--- src/rtl/processador_pkg.sv ---
// Shared processor definitions: control-unit command codes and the
// handshake state encoding used by the data input block.
package processador_pkg;

    // Control-unit command codes driven on the I/O controle bus
    localparam logic [1:0] CTRL_NENHUM     = 2'b00;
    localparam logic [1:0] CTRL_SAIDA_REG  = 2'b01;
    localparam logic [1:0] CTRL_SAIDA_IMED = 2'b10;
    localparam logic [1:0] CTRL_ENTRADA    = 2'b11;

    // Input handshake state encoding
    localparam logic [1:0] EST_OCIOSO        = 2'b00;
    localparam logic [1:0] EST_ESPERA_BOTAO  = 2'b01;
    localparam logic [1:0] EST_ENTREGA       = 2'b10;
    localparam logic [1:0] EST_ESPERA_SOLTAR = 2'b11;

    typedef enum logic [1:0] {
        OCIOSO        = EST_OCIOSO,
        ESPERA_BOTAO  = EST_ESPERA_BOTAO,
        ENTREGA       = EST_ENTREGA,
        ESPERA_SOLTAR = EST_ESPERA_SOLTAR
    } estado_t;

    function automatic logic eh_entrada(input logic [1:0] controle);
        return controle == CTRL_ENTRADA;
    endfunction

endpackage

--- src/rtl/entrada_de_dados_debounce_botao.sv ---
// Push-button conditioner: two-flop synchronizer followed by a level
// debouncer. The output only follows the input after it has been stable
// for DEBOUNCE_CICLOS consecutive synchronized samples.
module debounce_botao #(
    parameter int DEBOUNCE_CICLOS = 50000
) (
    input  logic clk,
    input  logic reset,
    input  logic entrada,
    output logic saida
);

    localparam int LARG_CNT = $clog2(DEBOUNCE_CICLOS);
    localparam logic [LARG_CNT-1:0] CNT_FIM = LARG_CNT'(DEBOUNCE_CICLOS - 1);

    logic                r_meta;
    logic                r_sync;
    logic                r_limpo;
    logic [LARG_CNT-1:0] r_cnt;

    // Synchronize the raw button, then accept a new level once it has held long enough
    always_ff @(posedge clk) begin
        if (reset) begin
            r_meta  <= 1'b0;
            r_sync  <= 1'b0;
            r_limpo <= 1'b0;
            r_cnt   <= '0;
        end else begin
            r_meta <= entrada;
            r_sync <= r_meta;
            if (r_sync == r_limpo) begin
                r_cnt <= '0;
            end else if (r_cnt == CNT_FIM) begin
                r_limpo <= r_sync;
                r_cnt   <= '0;
            end else begin
                r_cnt <= r_cnt + 1'b1;
            end
        end
    end

    assign saida = r_limpo;

endmodule

--- src/rtl/entrada_de_dados.sv ---
// Data input block for the IN instruction: stalls the processor while the
// operator sets the switches and presses confirm, then delivers the
// extended switch word with a one-cycle pronto strobe.
//
// state         | meaning
// OCIOSO        | no request in progress
// ESPERA_BOTAO  | request active, waiting for a fresh button press
// ENTREGA       | dado_entrada valid, pronto high for this cycle
// ESPERA_SOLTAR | waiting for the button to be released before re-arming
module entrada_de_dados
    import processador_pkg::*;
#(
    parameter int LARGURA_CHAVES  = 16,
    parameter int DEBOUNCE_CICLOS = 50000,
    parameter bit SINAL_EXT       = 1'b1
) (
    input  logic                      clk,
    input  logic                      reset,
    input  logic [1:0]                controle,
    input  logic [LARGURA_CHAVES-1:0] chaves,
    input  logic                      botao,
    output logic [31:0]               dado_entrada,
    output logic                      pronto,
    output logic                      aguardando
);

    logic                      w_botao_limpo;
    logic                      w_req;
    logic [31:0]               w_ext;
    logic                      r_limpo_q;
    logic                      r_subida;
    logic [LARGURA_CHAVES-1:0] r_chaves_meta;
    logic [LARGURA_CHAVES-1:0] r_chaves_sync;
    logic [31:0]               r_dado;
    estado_t                   r_estado;

    debounce_botao #(
        .DEBOUNCE_CICLOS(DEBOUNCE_CICLOS)
    ) u_debounce (
        .clk     (clk),
        .reset   (reset),
        .entrada (botao),
        .saida   (w_botao_limpo)
    );

    assign w_req = eh_entrada(controle);

    generate
        if (LARGURA_CHAVES == 32) begin : g_sem_ext
            assign w_ext = r_chaves_sync;
        end else begin : g_ext
            assign w_ext = {{(32 - LARGURA_CHAVES){SINAL_EXT & r_chaves_sync[LARGURA_CHAVES-1]}},
                            r_chaves_sync};
        end
    endgenerate

    // Synchronize the switches and register the rising edge of the clean button
    always_ff @(posedge clk) begin
        if (reset) begin
            r_chaves_meta <= '0;
            r_chaves_sync <= '0;
            r_limpo_q     <= 1'b0;
            r_subida      <= 1'b0;
        end else begin
            r_chaves_meta <= chaves;
            r_chaves_sync <= r_chaves_meta;
            r_limpo_q     <= w_botao_limpo;
            r_subida      <= w_botao_limpo & ~r_limpo_q;
        end
    end

    // Handshake FSM; a button already held when the request arrives must be released first
    always_ff @(posedge clk) begin
        if (reset) begin
            r_estado <= OCIOSO;
            r_dado   <= '0;
        end else begin
            case (r_estado)
                OCIOSO: begin
                    if (w_req) begin
                        r_estado <= w_botao_limpo ? ESPERA_SOLTAR : ESPERA_BOTAO;
                    end
                end
                ESPERA_BOTAO: begin
                    if (!w_req) begin
                        r_estado <= OCIOSO;
                    end else if (r_subida) begin
                        r_dado   <= w_ext;
                        r_estado <= ENTREGA;
                    end
                end
                ENTREGA: begin
                    r_estado <= ESPERA_SOLTAR;
                end
                ESPERA_SOLTAR: begin
                    if (!w_botao_limpo) begin
                        r_estado <= OCIOSO;
                    end
                end
                default: begin
                    r_estado <= OCIOSO;
                end
            endcase
        end
    end

    assign dado_entrada = r_dado;
    assign pronto       = (r_estado == ENTREGA);
    assign aguardando   = w_req && (r_estado != ENTREGA);

endmodule
--- config.mk ---
export PLATFORM = sky130hd
export DESIGN_NAME = entrada_de_dados
export DESIGN_NICKNAME = d
export VERILOG_FILES = /design/src/rtl/processador_pkg.sv /design/src/rtl/entrada_de_dados_debounce_botao.sv /design/src/rtl/entrada_de_dados.sv
export SDC_FILE = /design/constraint.sdc
export NUM_CORES = 1
export LEC_CHECK = 0
export BUFFER_PORTS_ARGS = -buffer_cell sky130_fd_sc_hd__buf_2
export CELL_PAD_IN_SITES_DETAIL_PLACEMENT = 0
export CELL_PAD_IN_SITES_GLOBAL_PLACEMENT = 1
export CORE_MARGIN = 2
export CORE_UTILIZATION = 35
export CTS_BUF_LIST = sky130_fd_sc_hd__clkbuf_4 sky130_fd_sc_hd__clkbuf_8
export CTS_CLUSTER_SIZE = 28
export DETAILED_ROUTE_END_ITERATION = 10
export GPL_TIMING_DRIVEN = 0
export MAX_ROUTING_LAYER = met4
export PLACE_DENSITY_LB_ADDON = 0.08
export SYNTH_ARGS = -nofsm -noshare
export SYNTH_HDL_FRONTEND = slang
export SYNTH_SLANG_ARGS = --single-unit
--- constraint.sdc ---
create_clock -name clk -period 2.2 [get_ports clk]
set_input_delay 0.44 -clock clk [delete_from_list [all_inputs] [get_ports clk]]
set_output_delay 0.44 -clock clk [all_outputs]
set_load 0.005 [all_outputs]
==> summary.txt <==
Run status
  – Outcome: completed

Routing
  – DRC violations left: 0
  – Detailed-route wire length per cell: 10.8 um
  – Vias per cell: between 4 and 5
  – Vias: around 1800
  – Total Routed Length: approximately 4.7 mm
  – DRT Pass-1 Iters: 5
  – Post-route ant nets: 0
  – DRT iter0 DRCs: between 70 and 80

Yosys
  – Syn nets: 288
  – Synthesized cell area: approximately 2500 um2
  – Sequential area share after synthesis: 0.565
  – Synth Area per Inst: between 9 and 10 um2
  – Fraction of registers with async set/reset: 0
  – Distinct cells, synth: 30
  – Yosys warning total: 0
  – Top-count cell post-synth: dfxtp_1
  – Yosys reg bits: around 70
  – Most area-consuming cells after synthesis: dfxtp_1 56%, nor2b_1 8.7%, nand2_1 5.8%, buf_4 5.1%, a21oi_1 4.0%
  – Number of synthesized flops with an enable pin: 0
  – Area leader, netlist: dfxtp_1
  – Mapped Cells: 266
  – Yosys top cell area share: 0.565
  – Most used DFF post-synth: dfxtp_1
  – Top post-synthesis cells by count: 71 x dfxtp_1, 39 x nand2_1, 35 x nor2b_1, 20 x a21oi_1, 18 x nor2_1

Critical path
  – Startpoint Class: flip-flop
  – Worst setup endpoint: u_debounce.r_cnt[6]$_SDFF_PP0_
  – Crit path from: u_debounce.r_cnt[0]$_SDFF_PP0_
  – Worst EP required: around 2400 ps
  – Critical Path Sink Type: flip-flop
  – Top fanout value on the critical path: 10
  – Crit path DAT: between 1500 and 2000 ps
  – Reg2Reg Capture Point: u_debounce.r_cnt[6]$_SDFF_PP0_
  – Reg2reg start: u_debounce.r_cnt[0]$_SDFF_PP0_
  – R2R depth: 5
  – CP Class: reg2reg
  – R2R Setup Slk: approximately 470 ps

Pwr
  – PwrDens: between 800 and 900 nW/um2
  – Pleak: roughly 1.3 nW
  – Peak VDD IR: about 0.55 mV
  – PnR Total Power: ~2.7 mW

Global route
  – Congestion Overflow GR: 0
  – Wire length of the first global-routing pass: between 7 and 8 mm
  – Largest net degree at the start of global routing: 19
  – Vias in the first global route: between 1500 and 2000
  – Initial antenna violation count: 0
  – GRT Util Overall: 0.131

Final layout
  – FF/Latch Area: 1420 um2
  – Multi-input logic area: approximately 910 um2
  – Finished Layout Cells: approximately 430
  – Total Nets Final: 353
  – Layout cells sized above 1: 0.272
  – FILL cells: between 700 and 800
  – Area delta synth->final: 25.8%
  – Antenna cells: 0

Place
  – Placer's final routability congestion estimate: ~0.8
  – Placement Setup Slack: 285 ps
  – Final HPWL DP: between 3 and 4 mm
  – IO buf count: 54
  – # placed instances: ~420

CTS
  – Worst-path clk slew: roughly 70 ps
  – # Post-CTS Setup Buffers: 0
  – Num CTS Buffers: 9
  – Hold-fix buffer count after cts: 0
  – TritonCTS clock tree: built
  – Clock tree buffer depth: 2
  – Num Clock Sinks: 71
  – CTS HTree Levels: 3
  – Root buf cell: clkbuf_8
  – Resized Gates After CTS: 0
  – Clk_lat worst skew: 340 ps

STA
  – PnR worst setup slack: about 470 ps
  – Period utilization: 0.786
  – RSZ-0062 raised after global routing: no
  – Max transition margin: 0.595
  – Max Slew Vio Count: 0
  – Final setup fails: 0
  – Fin Setup TNS: 0 ps
  – Max Clock Skew: 8.47 ps
  – Final hold vios: 0
  – Final min period: 1730 ps
  – Measured slew at the worst slew-check pin: roughly 600 ps
  – Fmax: slightly below 0.6 GHz

Floorplan
  – Initial Util: 0.366
  – Core area: 6870 um2
  – Die Area: approximately 8000 um2
  – I/O pins: 55
  – FP Rows: 30
  – Die H: approximately 90 um
  – Die X-Extent: ~90 um

Min path
  – Min-delay worst type: in2reg

Flow run
  – Max-Cap Viols: 0
state kept, by name, indices dropped and copies added (netlist names):
signal             cells
u_debounce.r_meta      1
r_chaves_sync         16
r_estado               2
r_limpo_q              1
u_debounce.r_sync      1
r_chaves_meta         16
r_subida               1
dado_entrada          16
u_debounce.r_cnt      16
u_debounce.saida       1
power breakdown:
| part | internal (mW) | switching, mW |
|---|---|---|
| logic | 0.0336 | 0.0320 |
| registers | 1.31 | 0.00686 |
| clock network | 0.862 | 0.476 |
| total | 2.21 | 0.515 |
worst min-delay path by stage:
stage	start	end	slack (ps)	depth (start not counted)
global route	chaves[15]	r_chaves_meta[15]$_SDFF_PP0_	300	2
floorplan	r_limpo_q$_SDFF_PP0_	r_subida$_SDFF_PP0_	370	1
CTS	chaves[4]	r_chaves_meta[4]$_SDFF_PP0_	290	2
detailed placement	r_limpo_q$_SDFF_PP0_	r_subida$_SDFF_PP0_	380	1
finish	chaves[4]	r_chaves_meta[4]$_SDFF_PP0_	310	2
global placement	r_limpo_q$_SDFF_PP0_	r_subida$_SDFF_PP0_	370	1
logic make-up after synthesis:
| logic type | count (synthesis) | share of synthesized area |
|---|---|---|
| AO/OA/AOI/OAI | 26 | 0.0587 |
| AND/OR/NAND/NOR | 123 | 0.252 |
| multiplexers | 1 | 0.00398 |
| XOR/XNOR | 12 | 0.0418 |
| buffers and inverters | 32 | 0.0736 |
| adder cells (fa/ha/maj) | 1 | 0.00497 |
| flip-flops | 71 | 0.565 |
per-layer routing:
layer,vias up,share of wire,global-route usage
met3,8,0.071,0.0364
met2,57,0.41,0.169
met4,0,0.016,0.0744
met5,-,0,-
met1,798,0.50,0.181
li1,970,-,-
area by class of cell:
cell class                 instances  share of cell area
clock inverter                     6              0.0423
clock buffer                       9              0.0391
multi-input combinational        163               0.287
timing repair buffer              54              0.0854
inverter                           5             0.00593
sequential                        71               0.449
tap                               96              0.0380
buffer                            27              0.0526
worst max-delay path: stages, from the launching register on:
cell and delay, ps:
dfxtp_1 370, ha_1 310, nand3_1 220, o31ai_4 420
buf_4 240, nor2_1 60
per-stage QoR:
step	area, um2	hold slack (ps)	utilization
2_1_floorplan	2520	368	-
3_3_place_gp	2910	372	0.423
3_5_place_dp	2910	376	0.423
4_1_cts	3160	290	0.461
5_1_grt	3160	295	0.461
6_report	3160	308	0.461
cell usage in the layout, fill, tap and decap left out, types with 6 or more instances in the layout:
master and n:
dfxtp_1 71, buf_2 54, nand2_1 39, nor2b_1 35
a21oi_1 20, nor2_1 18, buf_4 17, clkbuf_1 9
clkbuf_8 9, xnor2_1 6, xor2_1 6
Power figures use the tool's default switching activity.
